[config.mk]
export PLATFORM = sky130hd
export DESIGN_NAME = data_mem_arbiter
export DESIGN_NICKNAME = d
export VERILOG_FILES = /design/src/rtl/data_mem_arbiter.sv
export SDC_FILE = /design/constraint.sdc
export NUM_CORES = 1
export LEC_CHECK = 0
export BUFFER_PORTS_ARGS = -buffer_cell sky130_fd_sc_hd__buf_2
export CAP_MARGIN = 20
export CORE_AREA = 10 10 119 132
export DETAILED_ROUTE_END_ITERATION = 12
export DIE_AREA = 0 0 129 142
export PLACE_DENSITY = 0.74
export SLEW_MARGIN = 20
export SYNTH_ARGS = -nofsm -noshare
export SYNTH_HDL_FRONTEND = slang
export SYNTH_SLANG_ARGS = --single-unit
[constraint.sdc]
create_clock -name clk -period 2.03 [get_ports clk]
set_input_delay 0.1015 -clock clk [delete_from_list [all_inputs] [get_ports clk]]
set_output_delay 0.1015 -clock clk [all_outputs]
set_load 0.02 [all_outputs]
[src/rtl/data_mem_arbiter.sv]
// Single-port data memory arbiter: the pipeline MEM stage owns the port by default,
// an external req/ack requester gets one-cycle accesses, forced after MAX_WAIT busy cycles.
// Optional grant counters are enabled by defining DATA_MEM_ARB_STATS_EN.
module data_mem_arbiter #(
  parameter int unsigned MAX_WAIT   = 4,
  parameter int unsigned WAIT_WIDTH = 4,
  parameter int unsigned CNT_WIDTH  = 16
) (
  input  logic        clk,
  input  logic        reset,
  input  logic        PipeMemRead_M,
  input  logic        PipeMemWrite_M,
  input  logic [31:0] PipeAddress_M,
  input  logic [31:0] PipeWriteData_M,
  output logic [31:0] PipeReadData,
  output logic        StallPipe,
  input  logic        ExtReq,
  input  logic        ExtWrite,
  input  logic [31:0] ExtAddress,
  input  logic [31:0] ExtWriteData,
  output logic        ExtAck,
  output logic [31:0] ExtReadData,
  output logic [31:0] MemAddress,
  output logic [31:0] MemWriteData,
  output logic        MemWrite,
  output logic        MemRead,
  input  logic [31:0] MemReadData
`ifdef DATA_MEM_ARB_STATS_EN
  ,
  output logic [CNT_WIDTH-1:0] PipeGrantCount,
  output logic [CNT_WIDTH-1:0] ExtGrantCount
`endif
);

  localparam logic [WAIT_WIDTH-1:0] WaitMax = WAIT_WIDTH'(MAX_WAIT);

  // Parameter sanity checks at elaboration.
  if (WAIT_WIDTH < 32 && MAX_WAIT >= (32'd1 << WAIT_WIDTH)) begin : gWaitWidthCheck
    $error("WAIT_WIDTH too narrow to hold MAX_WAIT");
  end
  if (CNT_WIDTH == 0) begin : gCntWidthCheck
    $error("CNT_WIDTH must be nonzero");
  end

  typedef enum logic [1:0] {
    IDLE       = 2'd0,
    EXT_ACCESS = 2'd1,
    EXT_ACK    = 2'd2
  } arbStateT;

  arbStateT              state;
  arbStateT              stateNext;
  logic [WAIT_WIDTH-1:0] waitCnt;
  logic [WAIT_WIDTH-1:0] waitCntNext;
  logic                  latchExt;
  logic                  extWriteQ;
  logic [31:0]           extAddressQ;
  logic [31:0]           extWriteDataQ;
  logic                  pipeBusy;

  assign pipeBusy     = PipeMemRead_M | PipeMemWrite_M;
  assign PipeReadData = MemReadData;

  // Next-state, wait counter and memory port steering.
  always_comb begin
    stateNext    = state;
    waitCntNext  = waitCnt;
    latchExt     = 1'b0;
    StallPipe    = 1'b0;
    MemAddress   = PipeAddress_M;
    MemWriteData = PipeWriteData_M;
    MemWrite     = PipeMemWrite_M;
    MemRead      = PipeMemRead_M;
    case (state)
      IDLE: begin
        if (ExtReq && (!pipeBusy || waitCnt == WaitMax)) begin
          latchExt    = 1'b1;
          waitCntNext = '0;
          stateNext   = EXT_ACCESS;
        end else if (ExtReq) begin
          if (waitCnt != WaitMax) waitCntNext = waitCnt + WAIT_WIDTH'(1);
        end else begin
          waitCntNext = '0;
        end
      end
      EXT_ACCESS: begin
        // The pipe access is suppressed entirely while the external one runs.
        MemAddress   = extAddressQ;
        MemWriteData = extWriteDataQ;
        MemWrite     = extWriteQ;
        MemRead      = ~extWriteQ;
        StallPipe    = pipeBusy;
        stateNext    = EXT_ACK;
      end
      EXT_ACK: begin
        stateNext = IDLE;
      end
      default: begin
        stateNext = IDLE;
      end
    endcase
  end

  // State, latched external request and registered handshake outputs.
  always_ff @(posedge clk or negedge reset) begin
    if (!reset) begin
      state         <= IDLE;
      waitCnt       <= '0;
      extWriteQ     <= 1'b0;
      extAddressQ   <= '0;
      extWriteDataQ <= '0;
      ExtAck        <= 1'b0;
      ExtReadData   <= '0;
    end else begin
      state   <= stateNext;
      waitCnt <= waitCntNext;
      if (latchExt) begin
        extWriteQ     <= ExtWrite;
        extAddressQ   <= ExtAddress;
        extWriteDataQ <= ExtWriteData;
      end
      ExtAck <= (state == EXT_ACCESS);
      if (state == EXT_ACCESS && !extWriteQ) ExtReadData <= MemReadData;
    end
  end

`ifdef DATA_MEM_ARB_STATS_EN
  // Grant statistics; both counters wrap naturally.
  always_ff @(posedge clk or negedge reset) begin
    if (!reset) begin
      PipeGrantCount <= '0;
      ExtGrantCount  <= '0;
    end else begin
      if (pipeBusy && !StallPipe) PipeGrantCount <= PipeGrantCount + CNT_WIDTH'(1);
      if (state == EXT_ACCESS) ExtGrantCount <= ExtGrantCount + CNT_WIDTH'(1);
    end
  end
`endif

endmodule

==> impl_metrics.yaml, run 1 <==
run_status:
  outcome: "completed"
power_and_ir_drop:
  p_per_area_mw_per_mm2: 975
  vdd_drop_max_uv: 383
  finalPower_mw: 7.46
  p_leak_nw: 4.19
yosys:
  synth.area.top_cells: "dfrtp_1 (50%), nand2_1 (14%), mux2_2 (12%)"
  syn-instance-count: 483
  netlist_area_mm2: 0.00521
  synthTopCellsByCount: "nand2_1 (196), dfrtp_1 (104), mux2_2 (57)"
  synthArstFlopShare_pct: 100
  synthMuxAreaShare_pct: 24.0
  synth_top_area_share_pct: 49.9
  synthSimpleGateAreaFrac_pct: 15.8
  synth-seq-cells: 104
  ys_seq_area_share_pct: 49.9
  synth_top_family_by_area: "multiplexers"
  yosysUniqueCellTypes: 30
  synth-xor-area-share_pct: 0
  syn-num-nets: 651
  synth-edff-count: 0
  synthAdderAreaFrac_pct: 0.480
  syn_avg_cell_area_um2: 10.8
  synthMostInstantiatedCell: "nand2_1"
  yosysTopAreaCell: "dfrtp_1"
  yosys_warnings: 0
  synth_compound_area_share_pct: 1.08
  synth_ff_type: "dfrtp_1"
sta:
  whs_ns: 0.0179
  worstMarginPinSlew_ns: 0.404
  slew_headroom_pct: 73.0
  setup_violations: 0
  fin_setup_tns_ns: 0
  period_share_pct: 91.6
  period_needed_ns: 1.86
  worst_clock_skew_ns: 0.0101
  clock.fmax_mhz: 538
  hold_viol: 0
  slew_viol_final: 0
  rsz0062_at_grt: "no"
floorplanning:
  rows: 44
  die_x_um: 129
  die_area_mm2: 0.0183
  io_pins: 298
  die_h_um: 142
  core-area_mm2: 0.0130
  initial_core_util_pct: 40.1
global_route:
  antenna_found_initial: 0
  grt_use_total_pct: 16.8
  grt_pass1_vias: 4844
  overflow: 0
  grt_pass1_wl_um: 24700
  grt_max_degree: 61
clocking:
  clk_pin_slew_ns: 0.07
  clock_latency_ns: 0.34
  ctsRootBufferMaster: "clkbuf_16"
  cts.sinks: 104
  h-tree-depth: 3
  cts_buffers: 9
  cts_tree: "built"
  cts_buffer_depth: 2
placed_design:
  portBuffers: 297
  place_area_mm2: 0.00663
  hpwl_um: 11900
  gp_congestion: 0.798
routing:
  drtIter0Drc: 207
  drt-pass1-iter-count: 4
  wl_per_cell_um: 16.4
  ant_nets: 0
  drc_errors: 0
  via_per_inst: 4.58
  routed_wl_um: 16100
  num_vias: 4490
setup_path:
  crit_required_ns: 2.25
  path_buf_inv: 2
  cp.depth: 6
  cpMaxStageDelayCell: "dfrtp_1"
  end_kind: "flop"
  path_cells: "inv_1 > ha_1 > and3b_1 > o211ai_4 > buf_12 > mux2_2"
  path_class: "flop to flop"
  worst-path-max-fanout: 37
  slowest_delay_ns: 0.39
  arrival_ns: 2.08
  path_delay_family: "flip-flops"
  r2r_cells: 6
  start_kind: "flop"
cells_and_area:
  final_area_mm2: 0.00765
  area_growth_pct: 46.8
  fillers: 1036
  finalNetCount: 983
  drive_gt1_share_pct: 51.6
  diodes: 0
run:
  cap_violations: 0
worst_hold_path:
  hp-class: "primary input to flop"
  min_path_cells: 2
==> cell type report <==
cell class	count	area [um2]	share of cell area (%)
clock buffer	10	229	2.99
clock inverter	5	58.8	0.769
inverter	6	22.5	0.294
multi-input combinational	316	2170	28.3
sequential	104	2600	34.0
tap	161	201	2.63
timing repair buffer	378	2370	30.9
==> worst reg2reg max path, cell delays in order, from the launching register on <==
cell      delay (ns)
dfrtp_1         0.39
inv_1           0.08
ha_1            0.19
and3b_1         0.19
o211ai_4        0.23
buf_12          0.27
mux2_2          0.40
==> worst paths after layout <==
path                                             start  slack (ns)                            end
min in group asynchronous                        reset        0.24    extAddressQ[19]$_DFFE_PN0P_
max in group asynchronous                        reset        1.15  extWriteDataQ[26]$_DFFE_PN0P_
setup / recovery                waitCnt[0]$_DFFE_PN0P_        0.17  extWriteDataQ[14]$_DFFE_PN0P_
setup reg to reg                waitCnt[0]$_DFFE_PN0P_        0.17  extWriteDataQ[14]$_DFFE_PN0P_
hold / removal                          MemReadData[8]        0.02     ExtReadData[8]$_DFFE_PN0P_
hold reg to reg            ExtReadData[25]$_DFFE_PN0P_        0.48    ExtReadData[25]$_DFFE_PN0P_
==> metal layers <==
metal  part of all wire (%)  track usage [%]  up-vias  routed length (um)
met5                      0                0        -                   0
met3                     10             6.26       18                1600
met4                    1.4             5.03        0                 218
li1                       -                -     2176                   -
met1                     39             18.4     2074                6270
met2                     50             29.7      222                7980
==> layout by cell type (no fill, tap or decap), types with 2 or more instances in the layout <==
cell / n
buf_12: 7
buf_2: 296
buf_4: 2
clkbuf_16: 9
clkinvlp_4: 2
dfrtp_1: 104
dlygate4sd3_1: 73
ha_1: 2
inv_1: 5
mux2_2: 57
mux2_4: 39
nand2_1: 196
nor2_1: 4
==> sequential cells by signal (all words and copies together) (netlist names) <==
| register | count |
|---|---|
| state | 2 |
| extWriteDataQ | 32 |
| waitCnt | 4 |
| extWriteQ | 1 |
| extAddressQ | 32 |
| ExtReadData | 32 |
| ExtAck | 1 |
==> timing repair <==
| action | CTS | global route |
|---|---|---|
| setup buffers | 0 | 0 |
| hold buffers | 71 | 2 |
| hold endpoints to repair | 98 | 2 |
| gates resized for setup | 0 | 1 |
| setup endpoints to repair | 0 | 4 |
==> cells by family (layout without fill, tap and decap cells) <==
group	count (synthesis)	after routing
AND/OR/NAND/NOR	210	210
flip-flops	104	104
multiplexers	98	98
buffers and inverters	63	399
AO/OA/AOI/OAI	6	6
adder cells (fa/ha/maj)	2	2
==> per-stage QoR <==
stage | cells | utilization, % | setup slack [ns]
after floorplan | 483 | - | 0.329
after global placement | 892 | 51.0 | 0.223
after detailed placement | 892 | 51.0 | 0.172
after CTS | 978 | 58.7 | 0.0628
after global routing | 980 | 58.9 | 0.0719
final | 980 | 58.9 | 0.170
==> report_power, final <==
group / switching [mW] / internal (mW)
Combinational: 1.34 / 1.28
Clock: 0.745 / 0.950
Sequential: 0.371 / 2.77
Total: 2.46 / 5.00
(Power assumes the default switching activity.)
==> inputs of run 2 (changes only) <==
--- a/config.mk
+++ b/config.mk
@@ -10,6 +10,7 @@
 export CORE_AREA = 10 10 119 132
 export DETAILED_ROUTE_END_ITERATION = 12
 export DIE_AREA = 0 0 129 142
+export GPL_TIMING_DRIVEN = 0
 export PLACE_DENSITY = 0.74
 export SLEW_MARGIN = 20
 export SYNTH_ARGS = -nofsm -noshare
==> run 2 against run 1 <==
Effect of this change:
- combinational power up 4%
- largest power group unchanged
- sequential power about the same
- largest cell class is now non-clock buffers
- utilization up 3.1 points
- worst hold slack worse by 0.0037 ns
- critical endpoint is now MemWriteData[27]
- critical path type is now flop to primary output
==> impl_metrics.yaml, run 2 (synthesis results as in run 1) <==
run_status:
  outcome: "completed"
floorplanning:
  initial_core_util_pct: 40.1
  die_h_um: 142
  core-area_mm2: 0.0130
  io_pins: 298
  die_area_mm2: 0.0183
  rows: 44
  die_x_um: 129
global_route:
  grt_use_total_pct: 18.2
  grt_pass1_vias: 5197
  grt_pass1_wl_um: 26700
  overflow: 0
  antenna_found_initial: 0
  grt_max_degree: 54
setup_path:
  start_kind: "flop"
  worst-path-max-fanout: 10
  reg2reg_from: "waitCnt[0]$_DFFE_PN0P_"
  path_class: "flop to primary output"
  arrival_ns: 1.87
  crit_required_ns: 1.93
  end_kind: "primary output"
  startpoint: "state[1]$_DFFE_PN0P_"
sta:
  hold_viol: 0
  slew_viol_final: 0
  clock.fmax_mhz: 508
  slew_headroom_pct: 67.3
  period_share_pct: 97.0
  whs_ns: 0.0142
  worstMarginPinSlew_ns: 0.490
  rsz0062_at_grt: "yes"
  setup_violations: 0
  worst_clock_skew_ns: 0.0114
  period_needed_ns: 1.97
routing:
  wl_per_cell_um: 16.6
  drtIter0Drc: 169
  drc_errors: 0
  num_vias: 4738
  ant_nets: 0
  drt-pass1-iter-count: 4
  routed_wl_um: 17100
  via_per_inst: 4.58
cells_and_area:
  fillers: 1040
  final_cell_mix: "buf_2 (297), nand2_1 (196), dfrtp_1 (104)"
  finalNetCount: 1036
  drive_gt1_share_pct: 54.8
  final_area_mm2: 0.00805
  reg_top3: "ExtReadData: 32 flops, extAddressQ: 32 flops, extWriteDataQ: 32 flops"
  fin_util_pct: 62.0
  area_growth_pct: 54.4
  diodes: 0
  final_common_cell: "buf_2"
power_and_ir_drop:
  vdd_drop_max_uv: 377
  p_leak_nw: 4.47
  p_per_area_mw_per_mm2: 951
clocking:
  h-tree-depth: 3
  clk_pin_slew_ns: 0.07
  cts.sinks: 104
  ctsRootBufferMaster: "clkbuf_16"
  cts_buffers: 9
  cts_tree: "built"
  clock_latency_ns: 0.34
  cts_buffer_depth: 2
worst_hold_path:
  min_from: "MemReadData[6]"
  hp-class: "primary input to flop"
placed_design:
  hpwl_um: 13100
  place_area_mm2: 0.00693
  portBuffers: 297
  gp_congestion: 0.828
run:
  cap_violations: 0
-- run 2: cell types whose count changed in the layout (fill, tap and decap cells not counted), sizes merged --
cell,previous run,this run
clkbuf,10,17
clkinvlp,2,0
inv,6,9
dlygate4sd3,73,71
buf,305,353
-- run 2: worst max-delay path, stage by stage (launching register included) --
cell	delay, ns
dfrtp_1	0.39
nand2b_1	0.12
buf_2	0.20
buf_4	0.24
clkbuf_4	0.24
nand2_1	0.08
nand2_1	0.08
buf_2	0.17
-- run 2: layer usage --
metal / routed length [um] / global-route usage [%] / vias to the layer above / part of all wire [%]
li1: - / - / 2301 / -
met1: 6660 / 20.7 / 2217 / 39
met2: 8550 / 31.3 / 199 / 50
met3: 1590 / 5.85 / 21 / 9.3
met4: 321 / 6.11 / 0 / 1.9
met5: 0 / 0 / - / 0
-- run 2: cell type report --
cell class	count	area (um2)	area share (%)
Timing Repair Buffer	374	2280	28.3
Buffer	57	469	5.83
Tap cell	161	201	2.50
Multi-Input combinational cell	316	2160	26.8
Clock buffer	10	239	2.97
Inverter	6	22.5	0.280
Clock inverter	6	73.8	0.917
Sequential cell	104	2600	32.3
-- run 2: through the flow --
stage | cells | power [mW] | setup TNS (ns) | setup WS (ns)
2_1_floorplan | 483 | 4.78 | 0 | 0.329
3_3_place_gp | 941 | 5.70 | -28.77 | -0.283
6_report | 1034 | 7.65 | 0 | 0.0618
3_5_place_dp | 942 | 5.79 | 0 | 0.0547
4_1_cts | 1029 | 7.72 | 0 | 0.0154
5_1_grt | 1034 | 8.10 | -0.313 | -0.0376
-- run 2: worst paths after layout --
check                      slack [ns]  cells after the start                             to
setup reg to reg                 0.13                      7  extWriteDataQ[28]$_DFFE_PN0P_
min in group asynchronous        0.27                      2    extAddressQ[23]$_DFFE_PN0P_
hold reg to reg                  0.50                      1    ExtReadData[31]$_DFFE_PN0P_
hold / removal                   0.01                      2     ExtReadData[6]$_DFFE_PN0P_
max in group asynchronous        1.13                      3  extWriteDataQ[29]$_DFFE_PN0P_
setup / recovery                 0.06                      7               MemWriteData[27]
-- run 2: repair_timing --
action	in CTS	in global routing
endpoints found under the hold margin	121	0
cloned	0	0
setup buffers	0	5
pin swaps	0	1
resized for setup	11	12
hold buffers	71	0
setup endpoints to repair	49	80
-- run 2: power breakdown --
group / leakage, nW / switching, mW / internal [mW] / total (mW)
sequential: 1.24 / 0.367 / 2.77 / 3.14
clock: 0.154 / 0.790 / 1.01 / 1.80
combinational: 3.07 / 1.37 / 1.34 / 2.72
==> inputs of run 3 (changes only) <==
--- a/config.mk
+++ b/config.mk
@@ -7,11 +7,11 @@
 export LEC_CHECK = 0
 export BUFFER_PORTS_ARGS = -buffer_cell sky130_fd_sc_hd__buf_2
 export CAP_MARGIN = 20
-export CORE_AREA = 10 10 119 132
+export CORE_AREA = 2 2 116 118
 export DETAILED_ROUTE_END_ITERATION = 12
-export DIE_AREA = 0 0 129 142
+export DIE_AREA = 0 0 118 120
 export GPL_TIMING_DRIVEN = 0
-export PLACE_DENSITY = 0.74
+export PLACE_DENSITY = 0.75
 export SLEW_MARGIN = 20
 export SYNTH_ARGS = -nofsm -noshare
 export SYNTH_HDL_FRONTEND = slang
==> run 3 against run 2 <==
Effect of this change:
- power shrank 3.6%
- non-clock buffer count grew 6
- register-to-register slack lost 0.04 ns
- largest cell class unchanged
- combinational power shrank 2%
- first-iteration DRC count grew 2.4%
- critical endpoint is now MemWriteData[6]
- utilization grew 0.28 points
- global-route usage grew 2.6 points
- largest power group unchanged
- worst hold slack lost 0.0014 ns
- worst setup slack gained 0.012 ns
- critical path depth is the same
- clock skew shrank 0.0034 ns
==> impl_metrics.yaml, run 3 (synthesis results as in run 1) <==
sta:
  period_needed_ns: 1.96
  hold_viol: 0
  setup_violations: 0
  clock.fmax_mhz: 511
  period_share_pct: 96.4
  worstMarginPinSlew_ns: 0.496
  slew_viol_final: 0
  slew_headroom_pct: 66.9
  rsz0062_at_grt: "yes"
  worst_clock_skew_ns: 0.00800
setup_path:
  cp.depth: 7
  worst-path-max-fanout: 10
  slowest_delay_ns: 0.40
  reg2reg_from: "waitCnt[0]$_DFFE_PN0P_"
  crit_required_ns: 1.93
  start_kind: "flop"
  r2r_cells: 7
  end_kind: "primary output"
  arrival_ns: 1.85
  r2r_slack_ns: 0.09
  path_delay_family: "buffers and inverters"
  cp-endpoint: "MemWriteData[6]"
  path_class: "flop to primary output"
  path_buf_inv: 4
  cpMaxStageDelayCell: "dfrtp_1"
  path_cells: "nand2b_1 > buf_2 > buf_4 > clkbuf_4 > nand2_1 > nand2_1 > buf_2"
  r2r_end: "extAddressQ[17]$_DFFE_PN0P_"
  startpoint: "state[1]$_DFFE_PN0P_"
placed_design:
  gp_congestion: 0.783
  hpwl_um: 10200
  place_inst: 957
  portBuffers: 297
worst_hold_path:
  hp-class: "primary input to flop"
cells_and_area:
  final_cell_mix: "buf_2 (298), nand2_1 (196), dfrtp_1 (104)"
  area_growth_pct: 55.0
  finalNetCount: 1042
  multi_input_area_mm2: 0.00216
  reg_top3: "ExtReadData: 32 flops, extAddressQ: 32 flops, extWriteDataQ: 32 flops"
  stdcell_count: 1055
  fin_util_pct: 62.2
  diodes: 0
  final_common_cell: "buf_2"
  fillers: 1032
  drive_gt1_share_pct: 53.5
  regArea_mm2: 0.00260
floorplanning:
  die_h_um: 120
  die_area_mm2: 0.0142
  die_x_um: 118
  core-area_mm2: 0.0130
  io_pins: 298
  initial_core_util_pct: 40.2
  rows: 42
global_route:
  grt_use_total_pct: 20.8
  grt_max_degree: 54
  overflow: 0
  antenna_found_initial: 0
  grt_pass1_vias: 4806
  grt_pass1_wl_um: 23300
routing:
  drtIter0Drc: 173
  drc_errors: 0
  wl_per_cell_um: 14.0
  routed_wl_um: 14700
  drt-pass1-iter-count: 4
  ant_nets: 0
  via_per_inst: 4.53
  num_vias: 4775
clocking:
  cts_tree: "built"
  cts.sinks: 104
  clk_pin_slew_ns: 0.07
  clock_latency_ns: 0.34
  cts_buffers: 9
  ctsRootBufferMaster: "clkbuf_16"
  cts_buffer_depth: 2
  h-tree-depth: 3
power_and_ir_drop:
  p_per_area_mw_per_mm2: 914
  finalPower_mw: 7.38
  vdd_drop_max_uv: 354
  p_leak_nw: 4.45
run:
  cap_violations: 0
run_status:
  outcome: "completed"
==> run 3: cell types whose count changed in the layout (fill, tap and decap cells not counted), moves of 2 or more <==
cell and change:
dlygate4sd3_1 +11, buf_4 -4, clkbuf_1 +4, inv_6 -3, clkinv_2 +2, clkinvlp_4 +2
==> run 3: metal layers <==
layer,wire (um),GRT usage [%],part of all wire (%)
met1,5910,24.0,40
met2,7740,39.0,53
met3,862,3.47,5.8
met4,228,7.15,1.5
met5,0,0,0
==> run 3: how the worst min path moves through the flow <==
| stage | cells past startpoint | endpoint | start | slack [ns] |
|---|---|---|---|---|
| 2_1_floorplan | 0 | ExtAck$_DFF_PN0_ | reset | -0.19 |
| 3_3_place_gp | 2 | extWriteDataQ[25]$_DFFE_PN0P_ | ExtWriteData[25] | 0.33 |
| 3_5_place_dp | 1 | extAddressQ[12]$_DFFE_PN0P_ | reset | 0.08 |
| 4_1_cts | 2 | ExtReadData[21]$_DFFE_PN0P_ | MemReadData[21] | 0.0001 |
| 5_1_grt | 2 | ExtReadData[15]$_DFFE_PN0P_ | MemReadData[15] | 0.01 |
| 6_report | 2 | ExtReadData[29]$_DFFE_PN0P_ | MemReadData[29] | 0.01 |
==> run 3: repair_timing <==
action	CTS	global route
setup buffers	0	0
gates resized for setup	10	9
hold buffers	82	0
hold endpoints to repair	133	0
setup endpoints to repair	55	76
==> run 3: layout make-up <==
type	count	share of cell area (%)
flip-flops and latches	104	32.2
inverters	6	0.279
clock inverters	5	0.418
multi-input cells	316	26.7
plain buffers	57	5.76
clock buffers	11	2.88
repair buffers	380	29.0
well taps	176	2.73
==> run 3: per-stage QoR <==
| step | cell area, um2 | setup TNS [ns] | setup slack [ns] | hold WS [ns] |
|---|---|---|---|---|
| 6_report | 8080 | 0 | 0.0740 | 0.0128 |
| 5_1_grt | 8080 | -0.304 | -0.0236 | 0.0101 |
| 4_1_cts | 8060 | 0 | 0.00322 | 0.000139 |
| 3_5_place_dp | 6950 | 0 | 0.0434 | 0.0793 |
| 3_3_place_gp | 6920 | -27.86 | -0.275 | 0.333 |
| 2_1_floorplan | 5210 | 0 | 0.329 | -0.194 |
==> run 3: report_power, final <==
| part | internal, mW | switching (mW) |
|---|---|---|
| sequential | 2.77 | 0.371 |
| combinational | 1.35 | 1.32 |
| clock | 0.830 | 0.739 |
